**src/rtl/line_raster_engine_if.sv**
```systemverilog
// ---------------------------------------------------------------------------
// line_raster_engine_if
//   Groups the command handshake, the address/write-data FIFO bus and the
//   status outputs of line_raster_engine.
//   Command side : cmd_valid/cmd_ready handshake, cmd_x0/y0/x1/y1 endpoints,
//                  cmd_color, cmd_base (and cmd_pattern when the macro
//                  LINE_RASTER_PATTERN_EN is defined).
//   Memory side  : af_full/af_addr_din/af_wr_en (address FIFO),
//                  wdf_full/wdf_din/wdf_mask_din/wdf_wr_en (data FIFO).
//   Status       : busy, line_done.
//   Modports     : master = command source / FIFO model, slave = engine.
// ---------------------------------------------------------------------------
interface line_raster_engine_if #(
    parameter int COORD_W = 10,
    parameter int ADDR_W  = 31,
    parameter int COLOR_W = 24
);
    logic               cmd_valid;
    logic               cmd_ready;
    logic [COORD_W-1:0] cmd_x0;
    logic [COORD_W-1:0] cmd_y0;
    logic [COORD_W-1:0] cmd_x1;
    logic [COORD_W-1:0] cmd_y1;
    logic [COLOR_W-1:0] cmd_color;
    logic [ADDR_W-1:0]  cmd_base;
`ifdef LINE_RASTER_PATTERN_EN
    logic [15:0]        cmd_pattern;
`endif
    logic               af_full;
    logic               wdf_full;
    logic [ADDR_W-1:0]  af_addr_din;
    logic               af_wr_en;
    logic [127:0]       wdf_din;
    logic [15:0]        wdf_mask_din;
    logic               wdf_wr_en;
    logic               busy;
    logic               line_done;

`ifdef LINE_RASTER_PATTERN_EN
    modport master (
        output cmd_valid, cmd_x0, cmd_y0, cmd_x1, cmd_y1, cmd_color, cmd_base,
               cmd_pattern, af_full, wdf_full,
        input  cmd_ready, af_addr_din, af_wr_en, wdf_din, wdf_mask_din,
               wdf_wr_en, busy, line_done
    );
    modport slave (
        input  cmd_valid, cmd_x0, cmd_y0, cmd_x1, cmd_y1, cmd_color, cmd_base,
               cmd_pattern, af_full, wdf_full,
        output cmd_ready, af_addr_din, af_wr_en, wdf_din, wdf_mask_din,
               wdf_wr_en, busy, line_done
    );
`else
    modport master (
        output cmd_valid, cmd_x0, cmd_y0, cmd_x1, cmd_y1, cmd_color, cmd_base,
               af_full, wdf_full,
        input  cmd_ready, af_addr_din, af_wr_en, wdf_din, wdf_mask_din,
               wdf_wr_en, busy, line_done
    );
    modport slave (
        input  cmd_valid, cmd_x0, cmd_y0, cmd_x1, cmd_y1, cmd_color, cmd_base,
               af_full, wdf_full,
        output cmd_ready, af_addr_din, af_wr_en, wdf_din, wdf_mask_din,
               wdf_wr_en, busy, line_done
    );
`endif
endinterface

```
**src/rtl/line_raster_engine.sv**
```systemverilog
// ---------------------------------------------------------------------------
// line_raster_engine
//   Bresenham line rasteriser. Accepts one line command at a time and writes
//   one pixel per address/data pair into a 128-bit memory FIFO interface
//   (one address beat + two 128-bit data beats covering 8 pixels of 32 bits).
//   Ports:
//     clk   - clock
//     rst_n - asynchronous active-low reset, forces IDLE immediately
//     bus   - line_raster_engine_if.slave (command, FIFO and status signals)
//   Optional feature: define LINE_RASTER_PATTERN_EN to add cmd_pattern, a
//   16-bit repeating stipple mask; pixels whose pattern bit is 0 are walked
//   but not written.
// ---------------------------------------------------------------------------
module line_raster_engine #(
    parameter int COORD_W = 10,
    parameter int ADDR_W  = 31,
    parameter int COLOR_W = 24
) (
    input  logic                clk,
    input  logic                rst_n,
    line_raster_engine_if.slave bus
);
    localparam int SW = COORD_W + 2;

    typedef enum logic [2:0] {
        S_IDLE,
        S_SETUP,
        S_PLOT,
        S_BEAT0,
        S_BEAT1
    } state_t;

    state_t r_state, w_state_nxt;

    logic [COORD_W-1:0]   r_cx0, r_cy0, r_cx1, r_cy1;
    logic [COLOR_W-1:0]   r_color;
    logic [ADDR_W-1:0]    r_base;
    logic [COORD_W-1:0]   r_x, r_y, r_xend, r_row, r_col;
    logic signed [SW-1:0] r_err, r_dx, r_ady;
    logic                 r_steep, r_ydec;
`ifdef LINE_RASTER_PATTERN_EN
    logic [15:0]          r_pattern;
    logic [3:0]           r_idx;
`endif

    logic signed [SW-1:0] w_ddx, w_ddy, w_adx, w_ady0, w_deltax, w_dyb, w_abs_dy;
    logic signed [SW-1:0] w_err_sub, w_err_nxt;
    logic [COORD_W-1:0]   w_ax0, w_ay0, w_ax1, w_ay1, w_bx0, w_by0, w_bx1, w_by1;
    logic [COORD_W-1:0]   w_y_nxt;
    logic                 w_steep, w_swap, w_last, w_skip, w_step;
    logic                 w_af_we, w_wdf_we, w_done;
    logic [15:0]          w_mask, w_nib_mask;
    logic [2*COORD_W-2:0] w_addr_off;

    // Line setup: octant fold (steep swap, then left-to-right ordering)
    always_comb begin
        w_ddx    = SW'(r_cx1) - SW'(r_cx0);
        w_ddy    = SW'(r_cy1) - SW'(r_cy0);
        w_adx    = w_ddx[SW-1] ? -w_ddx : w_ddx;
        w_ady0   = w_ddy[SW-1] ? -w_ddy : w_ddy;
        w_steep  = w_ady0 > w_adx;
        w_ax0    = w_steep ? r_cy0 : r_cx0;
        w_ay0    = w_steep ? r_cx0 : r_cy0;
        w_ax1    = w_steep ? r_cy1 : r_cx1;
        w_ay1    = w_steep ? r_cx1 : r_cy1;
        w_swap   = w_ax0 > w_ax1;
        w_bx0    = w_swap ? w_ax1 : w_ax0;
        w_by0    = w_swap ? w_ay1 : w_ay0;
        w_bx1    = w_swap ? w_ax0 : w_ax1;
        w_by1    = w_swap ? w_ay0 : w_ay1;
        w_deltax = SW'(w_bx1) - SW'(w_bx0);
        w_dyb    = SW'(w_by1) - SW'(w_by0);
        w_abs_dy = w_dyb[SW-1] ? -w_dyb : w_dyb;
    end

    // Bresenham step
    always_comb begin
        w_err_sub = r_err - r_ady;
        w_err_nxt = w_err_sub[SW-1] ? w_err_sub + r_dx : w_err_sub;
        w_y_nxt   = r_y;
        if (w_err_sub[SW-1])
            w_y_nxt = r_ydec ? r_y - COORD_W'(1) : r_y + COORD_W'(1);
    end

    assign w_last = (r_x == r_xend);
`ifdef LINE_RASTER_PATTERN_EN
    assign w_skip = !r_pattern[r_idx];
`else
    assign w_skip = 1'b0;
`endif

    // Nibble of the 8-pixel block occupied by this pixel; col[2] picks the beat
    assign w_nib_mask = ~(16'hF000 >> {r_col[1:0], 2'b00});

    always_ff @(posedge clk or negedge rst_n) begin
        if (!rst_n) r_state <= S_IDLE;
        else        r_state <= w_state_nxt;
    end

    always_comb begin
        w_state_nxt = r_state;
        w_af_we     = 1'b0;
        w_wdf_we    = 1'b0;
        w_done      = 1'b0;
        w_step      = 1'b0;
        w_mask      = 16'hFFFF;
        case (r_state)
            S_IDLE:  if (bus.cmd_valid) w_state_nxt = S_SETUP;
            S_SETUP: w_state_nxt = S_PLOT;
            S_PLOT: begin
                if (w_skip) begin
                    w_step = 1'b1;
                    if (w_last) begin
                        w_done      = 1'b1;
                        w_state_nxt = S_IDLE;
                    end
                end else begin
                    w_state_nxt = S_BEAT0;
                end
            end
            S_BEAT0: begin
                if (!r_col[2]) w_mask = w_nib_mask;
                w_af_we  = !bus.af_full && !bus.wdf_full;
                w_wdf_we = w_af_we;
                if (w_af_we) w_state_nxt = S_BEAT1;
            end
            S_BEAT1: begin
                if (r_col[2]) w_mask = w_nib_mask;
                w_wdf_we = !bus.wdf_full;
                if (w_wdf_we) begin
                    w_step = 1'b1;
                    if (w_last) begin
                        w_done      = 1'b1;
                        w_state_nxt = S_IDLE;
                    end else begin
                        w_state_nxt = S_PLOT;
                    end
                end
            end
            default: w_state_nxt = S_IDLE;
        endcase
    end

    always_ff @(posedge clk or negedge rst_n) begin
        if (!rst_n) begin
            r_cx0   <= '0;
            r_cy0   <= '0;
            r_cx1   <= '0;
            r_cy1   <= '0;
            r_color <= '0;
            r_base  <= '0;
            r_x     <= '0;
            r_y     <= '0;
            r_xend  <= '0;
            r_row   <= '0;
            r_col   <= '0;
            r_err   <= '0;
            r_dx    <= '0;
            r_ady   <= '0;
            r_steep <= 1'b0;
            r_ydec  <= 1'b0;
`ifdef LINE_RASTER_PATTERN_EN
            r_pattern <= '0;
            r_idx     <= '0;
`endif
        end else begin
            if (r_state == S_IDLE && bus.cmd_valid) begin
                r_cx0   <= bus.cmd_x0;
                r_cy0   <= bus.cmd_y0;
                r_cx1   <= bus.cmd_x1;
                r_cy1   <= bus.cmd_y1;
                r_color <= bus.cmd_color;
                r_base  <= bus.cmd_base;
`ifdef LINE_RASTER_PATTERN_EN
                r_pattern <= bus.cmd_pattern;
`endif
            end
            if (r_state == S_SETUP) begin
                r_x     <= w_bx0;
                r_y     <= w_by0;
                r_xend  <= w_bx1;
                r_dx    <= w_deltax;
                r_ady   <= w_abs_dy;
                r_err   <= w_deltax >>> 1;
                r_steep <= w_steep;
                r_ydec  <= !(w_by1 > w_by0);
`ifdef LINE_RASTER_PATTERN_EN
                r_idx   <= '0;
`endif
            end
            if (r_state == S_PLOT) begin
                r_row <= r_steep ? r_x : r_y;
                r_col <= r_steep ? r_y : r_x;
            end
            if (w_step && !w_last) begin
                r_x   <= r_x + COORD_W'(1);
                r_y   <= w_y_nxt;
                r_err <= w_err_nxt;
`ifdef LINE_RASTER_PATTERN_EN
                r_idx <= r_idx + 4'd1;
`endif
            end
        end
    end

    assign w_addr_off       = {r_row, r_col[COORD_W-1:3], 2'b00};
    assign bus.af_addr_din  = r_base + ADDR_W'(w_addr_off);
    assign bus.wdf_din      = {4{32'(r_color)}};
    assign bus.wdf_mask_din = w_mask;
    assign bus.af_wr_en     = w_af_we;
    assign bus.wdf_wr_en    = w_wdf_we;
    assign bus.line_done    = w_done;
    assign bus.busy         = (r_state != S_IDLE);
    assign bus.cmd_ready    = (r_state == S_IDLE) && rst_n;
endmodule

```
**src/flat_wrapper.sv**
```systemverilog
// flat-port wrapper written by rule: the top's interface ports become plain ports
module line_raster_engine_flat 
#(
    parameter int COORD_W = 10,
    parameter int ADDR_W  = 31,
    parameter int COLOR_W = 24
)
  (clk, rst_n, bus_cmd_valid, bus_cmd_x0, bus_cmd_y0, bus_cmd_x1, bus_cmd_y1, bus_cmd_color, bus_cmd_base, bus_af_full, bus_wdf_full, bus_cmd_ready, bus_af_addr_din, bus_af_wr_en, bus_wdf_din, bus_wdf_mask_din, bus_wdf_wr_en, bus_busy, bus_line_done);
  line_raster_engine_if #(.COORD_W(COORD_W), .ADDR_W(ADDR_W), .COLOR_W(COLOR_W)) bus_i ();
  input  logic clk;
  input  logic rst_n;
  input wire logic [$bits(bus_i.cmd_valid)-1:0] bus_cmd_valid;
  input wire logic [$bits(bus_i.cmd_x0)-1:0] bus_cmd_x0;
  input wire logic [$bits(bus_i.cmd_y0)-1:0] bus_cmd_y0;
  input wire logic [$bits(bus_i.cmd_x1)-1:0] bus_cmd_x1;
  input wire logic [$bits(bus_i.cmd_y1)-1:0] bus_cmd_y1;
  input wire logic [$bits(bus_i.cmd_color)-1:0] bus_cmd_color;
  input wire logic [$bits(bus_i.cmd_base)-1:0] bus_cmd_base;
  input wire logic [$bits(bus_i.af_full)-1:0] bus_af_full;
  input wire logic [$bits(bus_i.wdf_full)-1:0] bus_wdf_full;
  output wire logic [$bits(bus_i.cmd_ready)-1:0] bus_cmd_ready;
  output wire logic [$bits(bus_i.af_addr_din)-1:0] bus_af_addr_din;
  output wire logic [$bits(bus_i.af_wr_en)-1:0] bus_af_wr_en;
  output wire logic [$bits(bus_i.wdf_din)-1:0] bus_wdf_din;
  output wire logic [$bits(bus_i.wdf_mask_din)-1:0] bus_wdf_mask_din;
  output wire logic [$bits(bus_i.wdf_wr_en)-1:0] bus_wdf_wr_en;
  output wire logic [$bits(bus_i.busy)-1:0] bus_busy;
  output wire logic [$bits(bus_i.line_done)-1:0] bus_line_done;
  assign bus_i.cmd_valid = bus_cmd_valid;
  assign bus_i.cmd_x0 = bus_cmd_x0;
  assign bus_i.cmd_y0 = bus_cmd_y0;
  assign bus_i.cmd_x1 = bus_cmd_x1;
  assign bus_i.cmd_y1 = bus_cmd_y1;
  assign bus_i.cmd_color = bus_cmd_color;
  assign bus_i.cmd_base = bus_cmd_base;
  assign bus_i.af_full = bus_af_full;
  assign bus_i.wdf_full = bus_wdf_full;
  assign bus_cmd_ready = bus_i.cmd_ready;
  assign bus_af_addr_din = bus_i.af_addr_din;
  assign bus_af_wr_en = bus_i.af_wr_en;
  assign bus_wdf_din = bus_i.wdf_din;
  assign bus_wdf_mask_din = bus_i.wdf_mask_din;
  assign bus_wdf_wr_en = bus_i.wdf_wr_en;
  assign bus_busy = bus_i.busy;
  assign bus_line_done = bus_i.line_done;
  line_raster_engine #(.COORD_W(COORD_W), .ADDR_W(ADDR_W), .COLOR_W(COLOR_W)) u_core (.clk(clk), .rst_n(rst_n), .bus(bus_i));
endmodule
```
**config.mk**
```make
export PLATFORM = sky130hd
export DESIGN_NAME = line_raster_engine_flat
export DESIGN_NICKNAME = d
export VERILOG_FILES = /design/src/rtl/line_raster_engine_if.sv /design/src/rtl/line_raster_engine.sv /design/src/flat_wrapper.sv
export SDC_FILE = /design/constraint.sdc
export NUM_CORES = 1
export LEC_CHECK = 0
export CAP_MARGIN = 20
export CORE_MARGIN = 2
export CORE_UTILIZATION = 35
export CTS_CLUSTER_SIZE = 40
export DETAILED_ROUTE_END_ITERATION = 8
export PLACE_DENSITY_LB_ADDON = 0.3
export SLEW_MARGIN = 20
export SYNTH_ARGS = -nofsm -noshare
export SYNTH_HDL_FRONTEND = slang
export SYNTH_SLANG_ARGS = --single-unit
export TNS_END_PERCENT = 50
```
**constraint.sdc**
```tcl
create_clock -name clk -period 12.6 [get_ports clk]
set_clock_uncertainty 0.05 [all_clocks]
set_input_delay 3.15 -clock clk [delete_from_list [all_inputs] [get_ports clk]]
set_output_delay 3.15 -clock clk [all_outputs]
set_load 0.005 [all_outputs]
```
# --- Word level (Yosys, flattened, before mapping) ---
# Cells that the tools add are included.
word_totals:
  register_bits: 186
  in_bits: 100
  output_inout_bits: 180
  wordCells: 94
op_classes:
  addsub: 13
  order_cmp: 3
  eq_ne: 9
  shift: 1
  n_mux: 37
  bitwise: 1
  reduce_logical: 13
op_table:
  columns: ["operator", "count"]
  rows:
  - ["two-way mux 10 bit", 16]
  - ["two-way mux 12 bit", 6]
  - ["subtractor 10 x 10 -> 11 bit", 4]
  - ["negation 12 bit", 3]
  - ["two-way mux 16 bit", 2]
  - ["case mux 16 bit (2 select lines)", 1]
  - ["adder 31 x 19 -> 31 bit", 1]
  - ["adder 10 x 1 -> 10 bit (second input constant)", 2]
  - ["greater-than comparator 10 bit", 2]
  - ["inverter 16 bit", 1]
  - ["right shift 16 x 4 -> 16 bit (first input constant)", 1]
  - ["case mux 3 bit (5 select lines)", 1]
  - ["adder 12 bit", 1]
  - ["greater-than comparator 12 bit", 1]
  - ["subtractor 12 bit", 1]
  - ["== test 10 bit", 1]
  - ["subtractor 10 x 1 -> 10 bit (second input constant)", 1]
  - ["two-way mux 3 bit", 3]
  - ["== test 3 x 2 -> 1 bit (second input constant)", 2]
  - ["two-way mux 1 bit", 6]
  - ["logical AND 1 bit", 4]
  - ["zero test 1 bit", 4]
  - ["!= test 2 x 1 -> 1 bit (second input constant)", 2]
  - ["!= test 2 bit (second input constant)", 2]
  - ["9 further kinds", 9]

# --- Depth between registers and ports, before layout ---
# Gate-level depths: netlist of run 1.
logic_depth:
  depth_word: 10
  depth_mapped: 56
  depth_no_buf: 50

# --- Least setup slack after synthesis of run 1 ---
# No wires, ideal clock.
synth_path:
  path_kind: "register to register"
  from: "register u_core.r_cx1[0]"
  to: "register u_core.r_ady[9]"
  setup_ns: 0.133
  arrival_time_ns: 9.379
  t_required_ns: 12.417
  path_slack_ns: 3.038
  path_stages_with_launch: 51
  path_buffers: 7
  synth_period_minus_slack_ns: 9.562
  path_cell_list: "dfrtp_1 -> inv_1 -> ha_1 -> inv_1 -> fa_1 -> nand2_1 -> nand2_1 -> a21oi_1 -> o21bai_1 -> a21oi_1 -> o21bai_1 -> a21oi_1 -> o21bai_1 -> a21oi_1 -> clkbuf_1 -> o21ai_0 -> xor2_1 -> ha_1 -> [... 15 more ...] -> o21ai_4 -> buf_2 -> buf_2 -> buf_1 -> nor2_1 -> a211oi_1 -> a21oi_1 -> ha_1 -> fa_1 -> inv_1 -> a21o_1 -> a21oi_1 -> xnor2_1 -> or3_1 -> or3_1 -> o31ai_1 -> xor2_1 -> o21ai_0"
synth_between:
  elab_chain_len: 10
synth_lines:
  columns: ["item", "line", "source"]
  rows:
  - ["from (decl)", "line_raster_engine.sv:35", "logic [COORD_W-1:0] r_cx0, r_cy0, r_cx1, r_cy1;"]
  - ["from (signal assigned)", "line_raster_engine.sv:170", "r_cx1 <= bus.cmd_x1;"]
  - ["subtractor 10 x 10 -> 11 bit", "line_raster_engine.sv:57", "w_ddx = SW'(r_cx1) - SW'(r_cx0);"]
  - ["negation 12 bit", "line_raster_engine.sv:59", "w_adx = w_ddx[SW-1] ? -w_ddx : w_ddx;"]
  - ["two-way mux 12 bit", "line_raster_engine.sv:59", null]
  - ["greater-than comparator 12 bit", "line_raster_engine.sv:61", "w_steep = w_ady0 > w_adx;"]
  - ["two-way mux 10 bit (on tied branches)", "line_raster_engine.sv:62, line_raster_engine.sv:64", null]
  - ["greater-than comparator 10 bit", "line_raster_engine.sv:66", "w_swap = w_ax0 > w_ax1;"]
  - ["two-way mux 10 bit (on tied branches)", "line_raster_engine.sv:70, line_raster_engine.sv:68", null]
  - ["subtractor 10 x 10 -> 11 bit (*)", "line_raster_engine.sv:72", "w_dyb = SW'(w_by1) - SW'(w_by0);"]
  - ["negation 12 bit", "line_raster_engine.sv:73", "w_abs_dy = w_dyb[SW-1] ? -w_dyb : w_dyb;"]
  - ["two-way mux 12 bit (*)", "line_raster_engine.sv:73", null]
  - ["to (signal assigned)", "line_raster_engine.sv:183", "r_ady <= w_abs_dy;"]
  - ["to (decl)", "line_raster_engine.sv:39", "logic signed [SW-1:0] r_err, r_dx, r_ady;"]
# Every way passes the cells marked *; elsewhere a longest branch is shown, timed or not.
# A chain may end at the register's enable or synchronous reset.

# --- Worst setup path after layout of run 1 ---
layout_path:
  from: "register u_core.r_cx1[0]"
  to: "register u_core.r_ady[8]"
# The elaborated chain is that of the path after synthesis.

==> results.yml, run 1 <==
route:
  top_layer_used: "met4"
  dr.pass1.iters: 5
  drt-met1-wl_um: 18800
  drt-total-wl_um: 41100
  met3_length_um: 2250
  drt-initial-drc-count: 655
  avgViaCountPerCell: 5.15
  wl_met2_um: 19200
  final_antenna_net_count: 0
  wl_per_cell_um: 17.5
  drcViolationCount: 0
  via_count: 12100
setup_path:
  critPathKind: "reg2reg"
  slowest_delay_ps: 760
  crit_path_max_fanout: 38
  required_ps: 12860
  critical_path_arrival_ps: 11230
  endpoint_kind: "register"
  cp_slowest_cell: "a21oi_4"
  startpoint_type: "register"
sta:
  drv_slew: 0
  min_period_ps: 10970
  worstMarginPinSlew_ps: 1050
  finalHoldViolations: 0
  period_share: 0.871
  setup_slack_ps: 1630
  holdWs_ps: 439
  grt_setup_unrepaired: "false"
  slew_headroom: 0.301
  max_freq_mhz: 91.2
  setup_viol: 0
  fin_tns_setup_ps: 0
layout:
  layout-drive-gt1-share: 0.0881
  finalInstanceArea_um2: 17300
  syn_to_final_growth_pct: 19.5
  final_common_cell: "clkdlybuf4s50_1"
  final.fill_count: 4073
  nets: 2013
  final_cell_mix: "clkdlybuf4s50_1, nand2_1, dfrtp_1, nor2_1, a21oi_1"
  n_antenna_cell: 0
place:
  numPortBuffers: 247
  gp_congestion: 0.961
  placed_area_um2: 16700
  place_ws_ps: 1770
  hpwlAfterDp_um: 31700
grt:
  grt_overflow: 0
  grt_start_max_net_pins: 126
  grt_pass1_wl_um: 64900
  track_usage: 0.189
  grt_antenna_before_repair: 1
  grt_pass1_vias: 11700
logic_synthesis:
  synth-async-reset-ratio: 1.00
  ys.flop_type: "dfrtp_1"
  ys_ff_latch: 185
  synth-edff-count: 0
  yosysSeqAreaShare: 0.319
  ys_warn_count: 0
  syn_area_per_cell_um2: 8.63
  synth_cell_types: 78
  synth_area_um2: 14500
  synth_cells: 1681
cts:
  cts.sink_count: 185
  insertion_delay_ps: 460
  tritoncts: "yes"
  clock_path_buffers: 2
  cts_resized: 0
  h-tree-depth: 4
  cts-root-buf: "clkbuf_16"
  numCtsBuffers: 17
  postCtsHoldBufs: 0
  clk_pin_slew_ps: 80
  postCtsSetupRepairBufs: 0
die:
  die_area_um2: 43100
  initial_core_util: 0.355
  core_um2: 40900
  die_h_um: 208
  die_w_um: 208
  rows: 74
  pin_count: 280
status:
  status: "finished clean"
job:
  drv_cap: 0
min_path:
  hp-class: "reg2reg"
-- through the flow --
stage	utilization	instances
finish	0.424	2349
detailed placement	0.409	2317
floorplan	-	1713
global placement	0.409	2317
global route	0.424	2349
CTS	0.424	2349
-- kinds of logic (layout without fill, tap and decap cells) --
group	count (synthesis)	in the layout	synth area share
adders and majority gates	112	112	0.0997
buffers and inverters	282	386	0.105
AOI/OAI and AO/OA	383	383	0.163
muxes	129	129	0.0973
other	2	34	0.000518
and+or+nand+nor	474	474	0.147
DFF	185	185	0.319
xor gates and xnor gates	114	114	0.0688
-- sequential cells by signal (all words and copies together), names as in the netlist, 11 cells and up --
register and flops:
u_core.r_color 24, u_core.r_err 12, u_core.r_dx 11, u_core.r_ady 12, u_core.r_base 31
-- final timing paths --
path                                             start  cells past startpoint  slack, ps                             to
max in group asynchronous                        rst_n                      2       8640    u_core.r_cx1[4]$_DFFE_PN0P_
min reg2reg                u_core.r_ady[4]$_DFFE_PN0P_                      2        440    u_core.r_ady[4]$_DFFE_PN0P_
min in group asynchronous                        rst_n                      1       2590  u_core.r_color[2]$_DFFE_PN0P_
max                        u_core.r_cx1[0]$_DFFE_PN0P_                     45       1630    u_core.r_ady[8]$_DFFE_PN0P_
min                        u_core.r_ady[4]$_DFFE_PN0P_                      2        440    u_core.r_ady[4]$_DFFE_PN0P_
max reg2reg                u_core.r_cx1[0]$_DFFE_PN0P_                     45       1630    u_core.r_ady[8]$_DFFE_PN0P_
-- layout make-up --
cell class,count,area (um^2),share of cell area
clock inverter,14,155,0.00895
sequential,185,4630,0.267
inverter,94,353,0.0203
timing repair buffer,260,2590,0.149
clock buffer,18,439,0.0253
multi-input combinational,1246,8510,0.491
tap,532,666,0.0384
-- synthesized netlist by cell type, types with 12 or more instances --
cell type,count,area [um^2]
o21bai_1,18,135
mux2i_1,44,440
dfrtp_1,185,4630
clkbuf_1,52,195
ha_1,102,1280
o211ai_1,14,105
o21ai_0,116,581
inv_1,94,353
mux2_2,83,935
xor2_1,45,394
a211oi_1,12,90.1
a31oi_1,15,93.8
a21oi_1,123,616
nor3_1,17,85.1
and3_1,13,81.3
nand2_1,200,751
xnor2_1,69,604
nor2b_1,18,113
nand3_1,20,100
nand4_1,15,93.8
nand2b_1,15,93.8
buf_4,121,908
a21o_1,17,128
nor2_1,131,492
-- per-layer routing --
layer / vias up / global-route usage
met4: 0 / 0.0555
met5: - / 0
met3: 47 / 0.0383
met2: 372 / 0.314
met1: 5753 / 0.249
li1: 5917 / -
-- critical path: cells and delay by family, from the launching register on --
| family | cells | cell delay [ps] |
|---|---|---|
| AND/OR/NAND/NOR | 15 | 2760 |
| buffers and inverters | 4 | 690 |
| adder cells (fa/ha/maj) | 5 | 1690 |
| flip-flops | 1 | 410 |
| XOR/XNOR | 2 | 320 |
| AO/OA/AOI/OAI | 19 | 4890 |
Power of run 1 is left out: the tool's default activity adds up to more than one toggle a clock period on the data nets, which glitch-free logic cannot reach.
==> run 2: changes to the inputs <==
--- a/config.mk
+++ b/config.mk
@@ -6,10 +6,12 @@
 export NUM_CORES = 1
 export LEC_CHECK = 0
 export CAP_MARGIN = 20
+export CORE_ASPECT_RATIO = 1.25
 export CORE_MARGIN = 2
 export CORE_UTILIZATION = 35
 export CTS_CLUSTER_SIZE = 40
 export DETAILED_ROUTE_END_ITERATION = 8
+export GPL_TIMING_DRIVEN = 0
 export PLACE_DENSITY_LB_ADDON = 0.3
 export SLEW_MARGIN = 20
 export SYNTH_ARGS = -nofsm -noshare
==> results.yml, run 2 (synthesis gave the netlist of run 1 again) <==
setup_path:
  critPathBufInv: 8
  path_common_cell: "a21oi_1"
  cp_slowest_cell: "a221oi_1"
  endpoint_kind: "register"
  r2r_setup_slack_ps: 790
  required_ps: 12890
  crit_path_max_fanout: 10
  critical_path_arrival_ps: 12100
  critPathKind: "reg2reg"
  startpoint_type: "register"
  crit_family: "compound AO/OA/AOI/OAI gates"
  slowest_delay_ps: 500
cts:
  clock_path_buffers: 2
  cts-root-buf: "clkbuf_16"
  h-tree-depth: 4
  clk_pin_slew_ps: 80
  tritoncts: "yes"
  postCtsSetupRepairBufs: 0
  insertion_delay_ps: 480
  cts.sink_count: 185
  numCtsBuffers: 17
route:
  via_count: 13000
  wl_per_cell_um: 17.4
  drt-initial-drc-count: 797
  final_antenna_net_count: 0
  drt-total-wl_um: 44300
  drcViolationCount: 0
  dr.pass1.iters: 5
  avgViaCountPerCell: 5.10
layout:
  largest_reg_flops: 31
  final_cell_mix: "clkdlybuf4s50_1, nand2_1, dfrtp_1, nor2_1, a21oi_1"
  layout-drive-gt1-share: 0.140
  nets: 2189
  largest_register: "u_core.r_base"
  final_common_cell: "clkdlybuf4s50_1"
  n_antenna_cell: 0
  fin_util: 0.451
  reg_top3: "u_core.r_base x31, u_core.r_color x24"
  syn_to_final_growth_pct: 27.5
grt:
  grt_overflow: 0
  grt_antenna_before_repair: 0
  track_usage: 0.207
  grt_pass1_wl_um: 69100
  grt_pass1_vias: 12700
  grt_start_max_net_pins: 78
die:
  die_area_um2: 43100
  die_w_um: 186
  pin_count: 280
  core_um2: 41000
  initial_core_util: 0.354
  die_h_um: 232
  rows: 83
sta:
  period_share: 0.937
  max_freq_mhz: 84.7
  finalHoldViolations: 0
  grt_setup_unrepaired: "false"
  worstMarginPinSlew_ps: 1040
  setup_slack_ps: 791
  drv_slew: 0
  holdWs_ps: 436
  slew_headroom: 0.300
  min_period_ps: 11810
  setup_viol: 0
status:
  status: "finished clean"
place:
  place_ws_ps: 537
  gp_congestion: 0.938
  hpwlAfterDp_um: 35500
  numPortBuffers: 246
min_path:
  hp-class: "reg2reg"
job:
  drv_cap: 0
-- run 2: routing by layer --
layer / vias to the layer above / wire length, um / global-route usage
met4: 0 / 2050 / 0.110
met2: 488 / 21800 / 0.359
met1: 6135 / 17600 / 0.239
met3: 99 / 2890 / 0.0409
li1: 6258 / - / -
met5: - / 0 / 0
-- run 2: final cells by class --
cell class | count | area (um^2)
flip-flops and latches | 185 | 4630
inverters | 94 | 353
multi-input cells | 1246 | 8510
well taps | 552 | 691
clock inverters | 15 | 198
plain buffers | 188 | 1170
repair buffers | 248 | 2520
fillers | 4023 | 22500
clock buffers | 17 | 425
-- run 2: worst min-delay path, delay by kind of cell (launching register included) --
kind / cells / cell delay [ps]
flip-flops: 1 / 350
AO/OA/AOI/OAI: 1 / 60
AND/OR/NAND/NOR: 1 / 50
-- run 2: worst paths after layout --
check                                            startpoint                             to  depth (start not counted)
worst max-delay path            u_core.r_cx1[0]$_DFFE_PN0P_    u_core.r_ady[9]$_DFFE_PN0P_                         45
min in group asynchronous                             rst_n  u_core.r_color[4]$_DFFE_PN0P_                          1
max in group asynchronous                             rst_n    u_core.r_cy1[7]$_DFFE_PN0P_                          2
worst min-delay path            u_core.r_ady[8]$_DFFE_PN0P_    u_core.r_ady[8]$_DFFE_PN0P_                          2
worst min register to register  u_core.r_ady[8]$_DFFE_PN0P_    u_core.r_ady[8]$_DFFE_PN0P_                          2
worst max register to register  u_core.r_cx1[0]$_DFFE_PN0P_    u_core.r_ady[9]$_DFFE_PN0P_                         45
-- run 2: repair_timing --
action | in CTS | in global routing
endpoints found under the hold margin | 0 | 0
gates resized for setup | 0 | 8
endpoints found under the setup margin | 0 | 10
hold buffers | 0 | 0
-- run 2: metrics by stage --
step	setup TNS, ps	std cells	cell area [um^2]
global placement	-1830	2511	17800
detailed placement	0	2513	17900
CTS	0	2545	18500
floorplan	0	1713	14600
global route	0	2545	18500
finish	0	2545	18500
Power of run 2 is left out for the same reason.
==> run 3: changes to the inputs <==
--- a/config.mk
+++ b/config.mk
@@ -6,13 +6,15 @@
 export NUM_CORES = 1
 export LEC_CHECK = 0
 export CAP_MARGIN = 20
+export CELL_PAD_IN_SITES_DETAIL_PLACEMENT = 0
+export CELL_PAD_IN_SITES_GLOBAL_PLACEMENT = 1
 export CORE_ASPECT_RATIO = 1.25
 export CORE_MARGIN = 2
 export CORE_UTILIZATION = 35
 export CTS_CLUSTER_SIZE = 40
 export DETAILED_ROUTE_END_ITERATION = 8
 export GPL_TIMING_DRIVEN = 0
-export PLACE_DENSITY_LB_ADDON = 0.3
+export PLACE_DENSITY_LB_ADDON = 0.15
 export SLEW_MARGIN = 20
 export SYNTH_ARGS = -nofsm -noshare
 export SYNTH_HDL_FRONTEND = slang
==> constraint.sdc (replaced) <==
create_clock -name clk -period 15.3 [get_ports clk]
set_clock_uncertainty 0.05 [all_clocks]
set_input_delay 3.825 -clock clk [delete_from_list [all_inputs] [get_ports clk]]
set_output_delay 3.825 -clock clk [all_outputs]
set_load 0.005 [all_outputs]
==> results.yml, run 3 (synthesis gave the netlist of run 1 again) <==
status:
  status: "finished clean"
place:
  placed_area_um2: 17900
  hpwlAfterDp_um: 36700
  numPortBuffers: 246
  gp_congestion: 0.917
die:
  die_h_um: 232
  die_w_um: 186
  die_area_um2: 43100
  pin_count: 280
  initial_core_util: 0.354
  core_um2: 41000
  rows: 83
sta:
  slew_headroom: 0.197
  finalHoldViolations: 0
  min_period_ps: 12480
  max_freq_mhz: 80.2
  grt_setup_unrepaired: "false"
  drv_slew: 0
  setup_viol: 0
  period_share: 0.815
  fin_tns_setup_ps: 0
  worstMarginPinSlew_ps: 1190
setup_path:
  startpoint_type: "register"
  critical_path_arrival_ps: 12810
  slowest_delay_ps: 900
  path_common_cell: "nand2_1"
  required_ps: 15640
  critPathKind: "reg2reg"
  endpoint_kind: "register"
  crit_path_max_fanout: 10
  cp_slowest_cell: "o32ai_1"
cts:
  cts.sink_count: 185
  numCtsBuffers: 17
  postCtsHoldBufs: 0
  cts_resized: 0
  insertion_delay_ps: 470
  cts-root-buf: "clkbuf_16"
  tritoncts: "yes"
  postCtsSetupRepairBufs: 0
  clock_path_buffers: 2
  clk_pin_slew_ps: 80
  h-tree-depth: 4
grt:
  grt_start_max_net_pins: 80
  grt_antenna_before_repair: 0
  grt_overflow: 0
  grt_pass1_vias: 12500
  grt_pass1_wl_um: 69800
  track_usage: 0.211
layout:
  syn_to_final_growth_pct: 27.3
  n_antenna_cell: 0
  layout-drive-gt1-share: 0.138
  finalInstanceArea_um2: 18500
  largest_register: "u_core.r_base"
  final_common_cell: "clkdlybuf4s50_1"
  reg_top3: "u_core.r_base x31, u_core.r_color x24"
  largest_reg_flops: 31
  final_cell_mix: "clkdlybuf4s50_1, nand2_1, dfrtp_1, nor2_1, a21oi_1"
  nets: 2190
route:
  drt-total-wl_um: 45200
  drt-initial-drc-count: 560
  drcViolationCount: 0
  dr.pass1.iters: 5
  final_antenna_net_count: 0
  avgViaCountPerCell: 4.97
  wl_per_cell_um: 17.7
  via_count: 12600
job:
  drv_cap: 0
min_path:
  hp-class: "reg2reg"
-- run 3: cell types whose count changed in the layout (fill, tap and decap cells not counted), moves of 2 or more --
cell,previous run,this run
clkinv_8,7,0
clkinv_4,1,5
bufinv_16,0,2
clkbuf_1,50,52
clkbuf_2,2,0
inv_6,1,3
-- run 3: final timing paths --
check                      slack (ps)                        endpoint                   startpoint  cells after the start
max reg2reg                      2820     u_core.r_ady[4]$_DFFE_PN0P_  u_core.r_cx1[0]$_DFFE_PN0P_                     48
max in group asynchronous       10900     u_core.r_cy1[5]$_DFFE_PN0P_                        rst_n                      3
max                              2820     u_core.r_ady[4]$_DFFE_PN0P_  u_core.r_cx1[0]$_DFFE_PN0P_                     48
min in group asynchronous        3200  u_core.r_color[12]$_DFFE_PN0P_                        rst_n                      1
min                               440     u_core.r_ady[6]$_DFFE_PN0P_  u_core.r_ady[6]$_DFFE_PN0P_                      2
min reg2reg                       440     u_core.r_ady[6]$_DFFE_PN0P_  u_core.r_ady[6]$_DFFE_PN0P_                      2
-- run 3: per-layer routing --
layer | vias up | global-route usage | part of all wire
li1 | 6252 | - | -
met1 | 5990 | 0.249 | 0.42
met2 | 352 | 0.388 | 0.52
met3 | 49 | 0.0250 | 0.042
met4 | 0 | 0.0782 | 0.026
met5 | - | 0 | 0
-- run 3: per-stage QoR --
stage	instances	utilization	setup WS (ps)	hold slack [ps]
floorplan	1713	-	5740	400
global placement	2511	0.434	-817	416
detailed placement	2514	0.435	3030	427
CTS	2546	0.450	3000	443
global route	2546	0.450	2180	469
finish	2546	0.450	2820	436
-- run 3: critical path, delay by kind of cell, from the launching register on --
family                   cells  cell delay (ps)
AO/OA/AOI/OAI               19             5740
adder cells (fa/ha/maj)      5             1550
XOR/XNOR                     2              350
flip-flops                   1              430
buffers and inverters       11             2750
AND/OR/NAND/NOR             11             1540
-- run 3: layout make-up --
cell class                      count  area (um^2)
Fill cell                        4052        22600
Multi-Input combinational cell   1246         8490
Sequential cell                   185         4630
Timing Repair Buffer              249         2530
Buffer                            188         1170
Tap cell                          552          691
Clock buffer                       17          425
Inverter                           94          353
Clock inverter                     15          183
Power of run 3 is left out for the same reason.
